===== config.mk =====
export PLATFORM = sky130hd
export DESIGN_NAME = plic_target_arb
export DESIGN_NICKNAME = d
export VERILOG_FILES = /design/src/rtl/plic_target_arb.sv
export SDC_FILE = /design/constraint.sdc
export NUM_CORES = 1
export LEC_CHECK = 0
export BUFFER_PORTS_ARGS = -buffer_cell sky130_fd_sc_hd__buf_2
export CAP_MARGIN = 20
export CORE_UTILIZATION = 40
export DETAILED_ROUTE_END_ITERATION = 10
export SLEW_MARGIN = 5
export SYNTH_ARGS = -nofsm -noshare
export SYNTH_HDL_FRONTEND = slang
export SYNTH_SLANG_ARGS = --single-unit

===== constraint.sdc =====
create_clock -name clk_i -period 49.7 [get_ports clk_i]
set_clock_uncertainty 0.15 [all_clocks]
set_input_delay 4.97 -clock clk_i [delete_from_list [all_inputs] [get_ports clk_i]]
set_output_delay 4.97 -clock clk_i [all_outputs]
set_load 0.01 [all_outputs]

===== src/rtl/plic_target_arb.sv =====
// PLIC per-target arbiter: selects the highest-priority enabled pending
// source, raises the hart interrupt above threshold, and runs the
// claim/complete handshake with the gateways.
module plic_target_arb #(
  parameter int SRC_NUM    = 32,
  parameter int PRIO_WIDTH = 3,
  localparam int IDW       = $clog2(SRC_NUM)
) (
  input  logic                          clk_i,
  input  logic                          rst_i,
  input  logic [SRC_NUM-1:0]            ip_i,
  input  logic [SRC_NUM-1:0]            ie_i,
  input  logic [SRC_NUM*PRIO_WIDTH-1:0] prio_i,
  input  logic [PRIO_WIDTH-1:0]         th_i,
  input  logic                          claim_i,
  output logic                          claim_rdy_o,
  output logic                          claim_vld_o,
  output logic [IDW-1:0]                claim_id_o,
  input  logic                          comp_i,
  input  logic [IDW-1:0]                comp_id_i,
  output logic [SRC_NUM-1:0]            gw_claim_o,
  output logic [SRC_NUM-1:0]            gw_comp_o,
  output logic                          irq_o,
  output logic [IDW-1:0]                max_id_o
);

  typedef enum logic [1:0] {IDLE, RESP, SETTLE} state_t;

  state_t                state_q, state_next;
  logic [SRC_NUM-1:0]    claimed_q;
  logic [SRC_NUM-1:0]    cand;
  logic [SRC_NUM-1:0]    set_mask;
  logic [SRC_NUM-1:0]    clr_mask;
  logic [SRC_NUM-1:0]    gw_comp_q;
  logic [PRIO_WIDTH-1:0] prio_arr [SRC_NUM];
  logic [IDW-1:0]        sel_id;
  logic [PRIO_WIDTH-1:0] sel_prio;
  logic [IDW-1:0]        best_id_q;
  logic [PRIO_WIDTH-1:0] best_prio_q;
  logic                  irq_q;
  logic [IDW-1:0]        claim_id_q;
  logic                  unused_ok;

  // Unpack priorities and form the candidate vector; ID 0 is reserved
  // and never competes.
  genvar gi;
  generate
    for (gi = 0; gi < SRC_NUM; gi++) begin : g_src
      assign prio_arr[gi] = prio_i[gi*PRIO_WIDTH +: PRIO_WIDTH];
      if (gi == 0) begin : g_rsvd
        assign cand[gi] = 1'b0;
      end else begin : g_cand
        assign cand[gi] = ip_i[gi] & ie_i[gi] & ~claimed_q[gi] & (prio_arr[gi] != '0);
      end
    end
  endgenerate

  // Highest priority wins; strict compare keeps the lowest ID on ties.
  always_comb begin
    sel_id   = '0;
    sel_prio = '0;
    for (int k = 1; k < SRC_NUM; k++) begin
      if (cand[k] && (prio_arr[k] > sel_prio)) begin
        sel_prio = prio_arr[k];
        sel_id   = IDW'(k);
      end
    end
  end

  // Accepted completion: non-zero, in range, enabled and currently claimed.
  always_comb begin
    clr_mask = '0;
    if (comp_i && (comp_id_i != '0) && (int'(comp_id_i) < SRC_NUM)) begin
      if (ie_i[comp_id_i] && claimed_q[comp_id_i]) begin
        clr_mask[comp_id_i] = 1'b1;
      end
    end
  end

  // Claim set mask for the response cycle; doubles as the gateway pulse.
  always_comb begin
    set_mask = '0;
    if ((state_q == RESP) && (claim_id_q != '0)) begin
      set_mask[claim_id_q] = 1'b1;
    end
  end

  // Claim FSM next state: IDLE -> RESP -> SETTLE -> IDLE.
  always_comb begin
    state_next = state_q;
    case (state_q)
      IDLE:    if (claim_i) state_next = RESP;
      RESP:    state_next = SETTLE;
      SETTLE:  state_next = IDLE;
      default: state_next = IDLE;
    endcase
  end

  // FSM state and the ID latched when a claim is accepted.
  always_ff @(posedge clk_i) begin
    if (rst_i) begin
      state_q    <= IDLE;
      claim_id_q <= '0;
    end else begin
      state_q <= state_next;
      if ((state_q == IDLE) && claim_i) begin
        claim_id_q <= irq_q ? best_id_q : '0;
      end
    end
  end

  // Registered selection and interrupt; equal-to-threshold does not fire.
  always_ff @(posedge clk_i) begin
    if (rst_i) begin
      best_id_q   <= '0;
      best_prio_q <= '0;
      irq_q       <= 1'b0;
    end else begin
      best_id_q   <= sel_id;
      best_prio_q <= sel_prio;
      irq_q       <= (sel_prio > th_i);
    end
  end

  // Outstanding set; a same-cycle claim beats a completion on the same ID.
  always_ff @(posedge clk_i) begin
    if (rst_i) begin
      claimed_q <= '0;
      gw_comp_q <= '0;
    end else begin
      claimed_q <= (claimed_q & ~clr_mask) | set_mask;
      gw_comp_q <= clr_mask;
    end
  end

  assign claim_rdy_o = (state_q == IDLE);
  assign claim_vld_o = (state_q == RESP);
  assign claim_id_o  = claim_id_q;
  assign gw_claim_o  = set_mask;
  assign gw_comp_o   = gw_comp_q;
  assign irq_o       = irq_q;
  assign max_id_o    = best_id_q;

  // Bits that are intentionally never consumed (reserved ID 0, debug prio).
  assign unused_ok = ^{ip_i[0], prio_arr[0], best_prio_q};

endmodule


* After elaboration in Yosys (flattened, before gate mapping)
Cells that the tools add are included.
** Cells by class
- Bitwise operators :: 127
- Eq/ne operators :: 2
- Reduce and logical (&&, ||, !) cells :: 71
- Muxes and demuxes :: 76
- Order comparisons :: 36
** Operator list (count)
- 5-bit 2-to-1 mux :: 29
- 32-bit 2-to-1 mux :: 3
- 1-bit AND :: 93
- 3-bit > comparator :: 31
- 3-bit 2-to-1 mux :: 31
- 3-bit nonzero test :: 31
- 1-bit logical AND :: 37
- 32-bit AND :: 1
- 32-bit NOT :: 1
- 32-bit bitwise OR :: 1
- 1-bit NOT :: 31
- 5-bit by 6-bit < comparator with 1-bit output (second input constant) :: 2
- 1-bit binary-select mux with 5-bit select :: 2
- 1-bit demux with 5-bit select :: 2
- 5-bit by 1-bit greater-or-equal comparator with 1-bit output (second input constant) :: 2
- 5-bit nonzero test :: 2
- 2-bit 2-to-1 mux :: 3
- 1-bit 2-to-1 mux :: 5
- 2-bit one-hot mux with 2 select lines :: 1
- 3-bit by 1-bit > comparator with 1-bit output (second input constant) :: 1
- 2-bit by 1-bit == test with 1-bit output (second input constant) :: 1
- 2-bit zero test :: 1
- 2-bit inequality test (second input constant) :: 1
** Storage, ports and cells
- Input port bits :: 172
- Register bits :: 77
- Output and inout bits :: 77

* Depth between registers and ports, before layout
- Depth after elaboration :: 96
- Depth in mapped cells :: 239

* Least setup slack after synthesis
No wires, ideal clock.
- Kind :: input-to-reg
- From :: in ie_i[1]
- To :: reg irq_q (netlist: irq_o)
- Library setup time :: 0.131 ns
- Path buffers :: 2
- Path slack :: 3.979 ns
- Data arrival time :: 45.440 ns
- Stages :: 233
- Path through :: nand2_1 > nor2_1 > and2_1 > ha_1 > and3_4 > nor4_2 > nand2_1 > o21ai_0 > ha_1 > or2_2 > maj3_1 > a21bo_2 > mux2_2 > ha_1 > nor2_1 > maj3_1 > o221ai_1 > mux2_2 > (+197 left out) > ha_1 > inv_1 > a21o_1 > a21oi_1 > a311oi_1 > mux2_2 > ha_1 > inv_1 > a21o_1 > a21oi_1 > a311oi_1 > nor2_1 > a221oi_2 > ha_1 > inv_1 > a21o_1 > a21oi_1 > a311oi_1
** On the way
- Longest elaborated chain between the ends :: 96
** Ends and longest elaborated chain
- start, declared :: line 12 : input logic [SRC_NUM-1:0] ie_i,
- 1-bit AND * (3 in a row) :: line 53 : assign cand[gi] = ip_i[gi] & ie_i[gi] & ~claimed_q[gi] & (prio_arr[gi] != '0);
- 1-bit logical AND * :: line 63 : if (cand[k] && (prio_arr[k] > sel_prio)) begin
- 3-bit 2-to-1 mux * :: line 63
- 3-bit > comparator :: line 63
- 1-bit logical AND :: line 63
- 3-bit 2-to-1 mux * :: line 63
- 3-bit > comparator :: line 63
- 1-bit logical AND :: line 63
- (+78 left out)
- 3-bit 2-to-1 mux * :: line 63
- 3-bit > comparator :: line 63
- 1-bit logical AND :: line 63
- 3-bit 2-to-1 mux * :: line 63
- 3-bit > comparator :: line 63
- 1-bit logical AND :: line 63
- 3-bit 2-to-1 mux * :: line 63
- 3-bit > comparator * :: line 121 : irq_q <= (sel_prio > th_i);
- end signal, assigned :: line 121
- end, declared :: line 40 : logic irq_q;
Mark *: on every way between the ends. The rest lies on a longest branch, timed or not.
A chain may end at the register's enable or synchronous reset.

* Final worst setup path
Ends and elaborated chain as after synthesis.

==> flow_summary.toml <==
[outcome]
outcome = "finished, final reports clean"

[cells_and_area]
final_area_mm2 = 0.01113
layout-drive-gt1-share = 0.2993
final_core_util = 0.5263
layout_commonest_cell = "buf_2"
final_cell_mix = "buf_2, nand2_1, nor2_1"
num_antenna_cells = 0
num-nets-final = 1744
synthToLayoutAreaGrowth_pct = 28.45

[timing]
fin_crit_sh = 0.9450
fmax_ghz = 0.02129
setup_viol = 0
worst_pin_slew_ns = 0.9823
worst_hold_slack_ns = 0.3178
final-hold-violation-count = 0
relSlewSlack = 0.3451
finalWorstSetupSlack_ns = 2.733
drv_slew = 0
finalCriticalPeriod_ns = 46.97

[clocking]
cts_root_buf = "clkbuf_16"
cts_sinks = 77
clockBufferDepth = 2
cts_buffers = 9
clkSlewWorstSetupHoldPaths_ns = 0.06
cts.hold.buffers_added = 0
cts_max_level = 3
cts_tree = "yes"
clk_latency_ns = 0.34

[placed_design]
place_ws_ns = 0.1353
port_buffers = 243
dpl_cell_area_mm2 = 0.01053
finalWeightedCongestion = 0.9209
place_hpwl_mm = 25.22

[route]
ant_nets = 0
firstDrtPassIters = 5
initialDrtViolationCount = 673
wire_per_inst_um = 17.45
wirelength_mm = 31.62
num_vias = 10380
drc = 0
via_per_inst = 5.728

[global_routing]
grt-ovfl-total = 0
grt.total_usage = 0.2742
grt_max_degree = 51
antenna_found_initial = 0
grt_pass1_wl_mm = 48.18
grt_pass1_vias = 9336

[power_and_ir_drop]
internal-power_mw = 0.2034
swShare = 0.4193
p_per_area_mw_per_mm2 = 31.46
p_sw_mw = 0.1469
total_power_mw = 0.3503
ir_drop_uv = 17.45
p_clk_frac = 0.189
total_leakage_power_nw = 5.181
power_frac_comb = 0.620
pwr-share-seq = 0.191

[yosys]
synth_warnings = 0
synth_seq_cells = 77
postSynthCellCount = 1244
synthFlopType = "dfxtp_1"
synthArstFlopShare = 0
syn_avg_cell_area_um2 = 6.967
synth-edff-count = 0
synth-seq-area-share = 0.1779
yosysUniqueCellTypes = 104
syn_area_mm2 = 0.008667

[floorplan]
start_util = 0.4097
die_y_um = 149.2
fp.dieW_um = 149.2
core_mm2 = 0.02115
ios = 249
rows = 53
fp.dieArea_mm2 = 0.02226

[hold_path]
min_path_cells = 1
hp-class = "reg2reg"
hold_end = "claimed_q[0]$_SDFF_PP0_"
min_from = "claimed_q[0]$_SDFF_PP0_"

[critical_path]
startpoint_type = "primary input"
cp.required_ns = 49.73
r2r-end = "irq_o$_SDFF_PP0_"
r2r_slack_ns = 7.04
slowest_delay_ns = 0.41
path_max_fanout = 8
cp_slowest_cell = "mux2_2"
ff2ff_path_depth = 235
crit_type = "in2reg"
crit_path_frequent_cell = "ha_1"
crit_arrival_ns = 47.00
r2r_start = "claimed_q[1]$_SDFF_PP0_"
cp-end-kind = "flop"

[flow_run]
maxCapViolCount = 0
[power by group through the flow]
stage | logic (mW) | registers [mW] | clock network (mW)
after floorplan | 0.129 | 0.0690 | 0
after global placement | 0.198 | 0.0683 | 0
after detailed placement | 0.201 | 0.0683 | 0
after CTS | 0.202 | 0.0670 | 0.0665
after global routing | 0.240 | 0.0673 | 0.0695
final | 0.217 | 0.0670 | 0.0662
[flip-flops by register name, summed over array words and instances, names as in the netlist]
name and flops:
irq_o 1, state_q 2, claim_id_o 5, claimed_q 32, max_id_o 5, gw_comp_o 32
[worst max path at each step]
| stage | from | endpoint | slack [ns] | cells after the start |
|---|---|---|---|---|
| CTS | ie_i[1] | irq_o$_SDFF_PP0_ | 0.28 | 232 |
| finish | ie_i[1] | irq_o$_SDFF_PP0_ | 2.73 | 236 |
| global route | ie_i[1] | irq_o$_SDFF_PP0_ | -0.29 | 237 |
| detailed placement | ie_i[1] | irq_o$_SDFF_PP0_ | 0.14 | 232 |
| floorplan | ie_i[1] | irq_o$_SDFF_PP0_ | 3.98 | 233 |
| global placement | ie_i[1] | irq_o$_SDFF_PP0_ | 0.51 | 233 |
[layer usage]
metal / GRT usage / routed length (um)
met1: 0.3673 / 13980
met2: 0.4660 / 14880
met3: 0.03700 / 2197
met4: 0.05714 / 556
met5: 0 / 0
[logic make-up after synthesis]
group | Yosys count | share of synthesized area
compound gates | 404 | 0.3302
fa+ha+maj | 47 | 0.06569
buf+inv | 134 | 0.05991
flops | 77 | 0.1779
mux | 29 | 0.05905
other cells | 1 | 0.0004327
simple gates | 552 | 0.3069
[metrics by stage]
| stage | setup TNS (ns) | instances |
|---|---|---|
| floorplan | 0 | 1245 |
| global placement | 0 | 1784 |
| CTS | 0 | 1799 |
| detailed placement | 0 | 1784 |
| global route | -0.2865 | 1812 |
| finish | 0 | 1812 |
[critical path, delay by kind of cell]
kind | cells | cell delay [ns]
fa+ha+maj | 37 | 10.74
mux | 10 | 2.97
simple gates | 77 | 10.16
compound gates | 98 | 16.57
buf+inv | 14 | 1.51
[cell usage after synthesis, types with 18 or more instances]
master    number  area share
nand2_1      161       0.070
nor2_1       156       0.068
a21oi_1       93       0.054
inv_1         92       0.040
o21ai_0       78       0.045
dfxtp_1       77        0.18
nand3_1       42       0.024
nor3_1        40       0.023
ha_1          39       0.056
clkbuf_1      31       0.013
o211ai_1      28       0.024
and2_1        26       0.019
a31oi_1       18       0.013
or2_2         18       0.013
[what timing repair did]
| action | in CTS | in global routing |
|---|---|---|
| setup endpoints to repair | 0 | 6 |
| setup buffers | 0 | 13 |
| resized for setup | 0 | 53 |
[final cells by class]
class	count	area [um^2]
fill	2183	10020
inverter	93	349.1
clock buffer	9	225.2
multi-input combinational	1034	6823
timing repair buffer	318	1779
tap	275	344.1
clock inverter	6	71.32
sequential	77	1541
(Power assumes the default switching activity.)
